==> src/rtl/key_encoder_16to4.sv <==
// Sixteen active-low key lines: synchronise, debounce and priority-encode the highest pressed key.
// Each press is presented once on a valid/ack handshake. The key must be released before the next press.
module key_encoder_16to4 #(
  parameter int DEBOUNCE_CYCLES = 16,
  parameter int CNT_W           = 16
) (
  input  logic        clk,
  input  logic        rst_n,
  input  logic [15:0] inKey,
  input  logic        ack,
  output logic        valid,
  output logic [3:0]  code,
  output logic        multi,
  output logic [7:0]  pressCount,
  output logic [1:0]  dbg_state
);

  // Handshake: valid rises with a new code/multi and holds them until the consumer
  // samples ack=1 while valid is high. valid drops on that same edge. ack is ignored
  // whenever valid is low. code/multi keep their last value after valid falls.

  typedef enum logic [1:0] {
    S_IDLE     = 2'd0,
    S_DEBOUNCE = 2'd1,
    S_VALID    = 2'd2,
    S_RELEASE  = 2'd3
  } state_t;

  localparam logic [CNT_W-1:0] LAST_CNT = CNT_W'(DEBOUNCE_CYCLES - 1);

  state_t      state, state_d;
  logic [15:0] sync1, sync2;
  logic [15:0] act;
  logic        any;
  logic [3:0]  enc;
  logic [4:0]  ones;
  logic        cnt_done;

  logic [CNT_W-1:0] cnt, cnt_d;
  logic [3:0]       cand, cand_d;
  logic [3:0]       code_d;
  logic             multi_d;
  logic             valid_d;
  logic [7:0]       count_d;

  // Two-flop synchroniser. The reset value means "all keys released".
  always_ff @(posedge clk or negedge rst_n) begin
    if (!rst_n) begin
      sync1 <= 16'hFFFF;
      sync2 <= 16'hFFFF;
    end else begin
      sync1 <= inKey;
      sync2 <= sync1;
    end
  end

  assign act      = ~sync2;
  assign any      = |act;
  assign cnt_done = (cnt == LAST_CNT);

  // Highest set index wins. The value is meaningless when no key is active.
  always_comb begin
    enc  = 4'd0;
    ones = 5'd0;
    for (int i = 0; i < 16; i++) begin
      if (act[i]) begin
        enc  = 4'(i);
        ones = ones + 5'd1;
      end
    end
  end

  // State register
  always_ff @(posedge clk or negedge rst_n) begin
    if (!rst_n) begin
      state <= S_IDLE;
    end else begin
      state <= state_d;
    end
  end

  // Next-state logic
  always_comb begin
    state_d = state;
    case (state)
      S_IDLE: begin
        if (any) state_d = S_DEBOUNCE;
      end
      S_DEBOUNCE: begin
        if (!any)                         state_d = S_IDLE;
        else if (enc == cand && cnt_done) state_d = S_VALID;
      end
      S_VALID: begin
        if (ack) state_d = S_RELEASE;
      end
      S_RELEASE: begin
        if (!any && cnt_done) state_d = S_IDLE;
      end
      default: state_d = S_IDLE;
    endcase
  end

  // Datapath next values. A change of candidate restarts the debounce window.
  always_comb begin
    cnt_d   = cnt;
    cand_d  = cand;
    code_d  = code;
    multi_d = multi;
    valid_d = valid;
    count_d = pressCount;
    case (state)
      S_IDLE: begin
        if (any) begin
          cand_d = enc;
          cnt_d  = '0;
        end
      end
      S_DEBOUNCE: begin
        if (any) begin
          if (enc != cand) begin
            cand_d = enc;
            cnt_d  = '0;
          end else if (cnt_done) begin
            code_d  = cand;
            multi_d = (ones > 5'd1);
            valid_d = 1'b1;
            count_d = pressCount + 8'd1;
          end else begin
            cnt_d = cnt + 1'b1;
          end
        end
      end
      S_VALID: begin
        if (ack) begin
          valid_d = 1'b0;
          cnt_d   = '0;
        end
      end
      S_RELEASE: begin
        if (any)            cnt_d = '0;
        else if (!cnt_done) cnt_d = cnt + 1'b1;
      end
      default: begin
        valid_d = 1'b0;
      end
    endcase
  end

  always_ff @(posedge clk or negedge rst_n) begin
    if (!rst_n) begin
      cnt        <= '0;
      cand       <= 4'd0;
      code       <= 4'd0;
      multi      <= 1'b0;
      valid      <= 1'b0;
      pressCount <= 8'd0;
    end else begin
      cnt        <= cnt_d;
      cand       <= cand_d;
      code       <= code_d;
      multi      <= multi_d;
      valid      <= valid_d;
      pressCount <= count_d;
    end
  end

  // Output logic
  always_comb begin
    dbg_state = state;
  end

endmodule

==> config.mk <==
export PLATFORM = sky130hd
export DESIGN_NAME = key_encoder_16to4
export DESIGN_NICKNAME = d
export VERILOG_FILES = /design/src/rtl/key_encoder_16to4.sv
export SDC_FILE = /design/constraint.sdc
export NUM_CORES = 1
export LEC_CHECK = 0
export CORE_UTILIZATION = 54
export CTS_CLUSTER_DIAMETER = 30
export DETAILED_ROUTE_END_ITERATION = 8
export PLACE_DENSITY_LB_ADDON = 0.3
export SLEW_MARGIN = 20
export SYNTH_ARGS = -nofsm -noshare
export SYNTH_HDL_FRONTEND = slang
export SYNTH_SLANG_ARGS = --single-unit
==> constraint.sdc <==
create_clock -name clk -period 7.5 [get_ports clk]
set_input_delay 1.5 -clock clk [delete_from_list [all_inputs] [get_ports clk]]
set_output_delay 1.5 -clock clk [all_outputs]
set_load 0.01 [all_outputs]
==> results <==
## metrics by stage
step	std cells	setup slack [ns]	utilization (%)	instance area, um^2
6_report	639	0.203	68.9	5660
5_1_grt	639	-0.218	68.9	5660
4_1_cts	635	0.00699	66.2	5440
3_5_place_dp	606	-0.157	62.2	5110
3_3_place_gp	606	0.117	62.2	5110
2_1_floorplan	471	0.0522	-	4620
## per-layer routing
layer / up-vias / track usage (%) / part of all wire (%)
li1: 1785 / - / -
met3: 13 / 3.16 / 3.0
met1: 1807 / 29.3 / 44
met2: 86 / 38.5 / 52
met5: - / 0 / 0
met4: 0 / 8.46 / 1.2
## cell families after synthesis
family          share of synthesized area, %
simple gates                            18.2
compound gates                          15.1
flops                                   38.0
xor+xnor                                15.5
buf+inv                                 3.52
mux                                     4.53
fa+ha+maj                               5.19
## cell usage in the layout (no fill, tap or decap), types with 7 or more instances in the layout
| cell | netlist | layout |
|---|---|---|
| a21o_1 | 8 | 8 |
| a21oi_1 | 11 | 9 |
| a31oi_1 | 12 | 11 |
| and3_1 | 7 | 7 |
| buf_4 | 1 | 27 |
| clkbuf_8 | 0 | 10 |
| clkdlybuf4s50_1 | 0 | 33 |
| dfrtp_1 | 36 | 36 |
| dfstp_2 | 32 | 31 |
| ha_1 | 19 | 14 |
| inv_1 | 23 | 19 |
| mux2_2 | 10 | 8 |
| mux2i_1 | 8 | 8 |
| nand2_1 | 46 | 44 |
| nand2b_1 | 9 | 8 |
| nand3_1 | 11 | 11 |
| nor2_1 | 24 | 24 |
| nor2b_1 | 16 | 13 |
| nor3_1 | 8 | 8 |
| nor3b_1 | 7 | 7 |
| o21ai_0 | 27 | 19 |
| xnor2_1 | 35 | 29 |
| xor2_1 | 18 | 17 |
## layout make-up
type	instances	area (um^2)	area share [%]
multi-input cells	363	2950	52.1
flip-flops and latches	68	1750	30.8
repair buffers	63	561	9.90
clock buffers	10	138	2.43
well taps	105	131	2.32
inverters	24	95.1	1.68
clock inverters	6	38.8	0.685
## worst max-delay path: cells and delay by family, from the launching register on
family / cells / cell delay (ns)
mux: 3 / 0.73
simple gates: 9 / 1.04
compound gates: 9 / 1.03
flops: 1 / 0.55
fa+ha+maj: 7 / 1.76
buf+inv: 8 / 0.75
xor+xnor: 8 / 1.33
## worst paths after layout
path	to	slack [ns]
min	sync2[8]$_DFF_PN1_	0.36
min reg2reg	sync2[8]$_DFF_PN1_	0.36
min in group asynchronous	multi$_DFFE_PN0P_	1.34
max	multi$_DFFE_PN0P_	0.20
max reg2reg	multi$_DFFE_PN0P_	0.20
max in group asynchronous	cnt[7]$_DFFE_PN0P_	5.63
## what timing repair did
item                                    CTS  global route
pin swaps                                 7            29
resized for setup                        12            42
endpoints found under the setup margin    1             1
setup buffers                            13             4
## power groups by stage
stage               registers, mW  clock network, mW  logic [mW]
finish                      0.423              0.263        1.22
global route                0.426              0.286        1.31
CTS                         0.421              0.271       0.987
detailed placement          0.427                  0       0.922
global placement            0.425                  0       0.882
floorplan                   0.412                  0       0.739
## flip-flops by register name, indices dropped and copies added, names as in the netlist, named ones only
register,cells
dbg_state,1
cand,4
code,4
valid,1
pressCount,8
multi,1
sync1,16
cnt,16
sync2,16
==> results.ini <==
[outcome]
status = completed

[synth]
synth_area_leader_cell = dfrtp_1
async_flop_share_pct = 100
synth_edf_count = 0
yosysTopAreaCellShare_pct = 19.7
syn_nets = 509
synthTopCellsByArea = dfrtp_1 (20%), dfstp_2 (18%), xnor2_1 (6.7%)
synthCells = 471
synthFlopType = dfrtp_1
netlist-cell-type-count = 63
synthesis.area_mm2 = 0.00458
yosys-top-cells-count = nand2_1 (46), dfrtp_1 (36), xnor2_1 (35)
ys_warn_count = 0
synth_area_per_cell_um2 = 9.73
ys_ff_latch = 68
yosysSeqAreaShare_pct = 38.0
synth_most_common_cell = nand2_1

[detailed_routing]
drtIter0Drc = 165
via_count = 3691
drc = 0
routed_wl_um = 9720
wl_per_cell_um = 15.2
drt_first_pass_iters = 4
via_per_inst = 5.78
detail-route-antenna-nets = 0

[timing]
final_hold_viol_count = 0
final_max_slew_viol_count = 0
period_needed_ns = 7.30
period_share_pct = 97.3
fin_hold_ws_ns = 0.355
slew_headroom_pct = 46.6
setup_viol = 0
rsz0062_at_grt = true
tightest_slew_ns = 0.801
fmax_mhz = 137
fin_worst_skew_ns = 0.0109
finalSetupTns_ns = 0

[floorplan]
fp.dieW_um = 94.1
die_y_um = 94.1
die_area_mm2 = 0.00886
core_mm2 = 0.00822
ios = 35
core.rowCount = 33
start_util_pct = 55.8

[setup_path]
cp.required_ns = 7.72
reg2reg_depth = 44
r2r-start = sync2[1]$_DFF_PN1_
crit_fanout = 3
slowest_delay_ns = 0.55
start_kind = register
path_class = reg2reg
arrival_ns = 7.52
slowest_stage = dfstp_2
worstSetupStartpoint = sync2[1]$_DFF_PN1_
setup.worst_path.end_class = register

[place]
place.detailed.hpwl_um = 6640
numPortBuffers = 34
place_congestion = 0.836

[clock_tree]
cts-buffers-inserted = 9
cts.sinks = 68
clk_latency_ns = 0.33
clkTransAtPathRegs_ns = 0.08
root_buffer = clkbuf_8
cts_tree = yes
hold_buffers = 0
htreeDepth = 3
clockBufferDepth = 2

[power]
p_clk_share_pct = 13.8
p_switching_mw = 0.754
p_total_mw = 1.90
sw_frac_of_total_pct = 39.6
power.leakage_nw = 2.51
ir_worst_vdd_uv = 197
seqPwrFrac_pct = 22.2
power.internal_mw = 1.15
power-per-cell-area_mw_per_mm2 = 336
pwr-share-comb_pct = 64.0

[final_layout]
drive_above_1_share_pct = 27.0
n_fill_cell = 586
finalNetCount = 567
syn_to_final_growth_pct = 23.4
diodes = 0

[run]
drv_cap = 0

[global_route]
grt_pass1_wl_um = 15800
grt_max_degree = 69
antenna_found_initial = 0
grt_overflow = 0
grt_pass1_vias = 3497
grtUsageTotal_pct = 22.7

[min_path]
hold_depth = 0
hold_path_class = reg2reg
hold_path.startpoint = sync1[8]$_DFF_PN1_

Note: power is estimated with default switching activity, not from simulation.
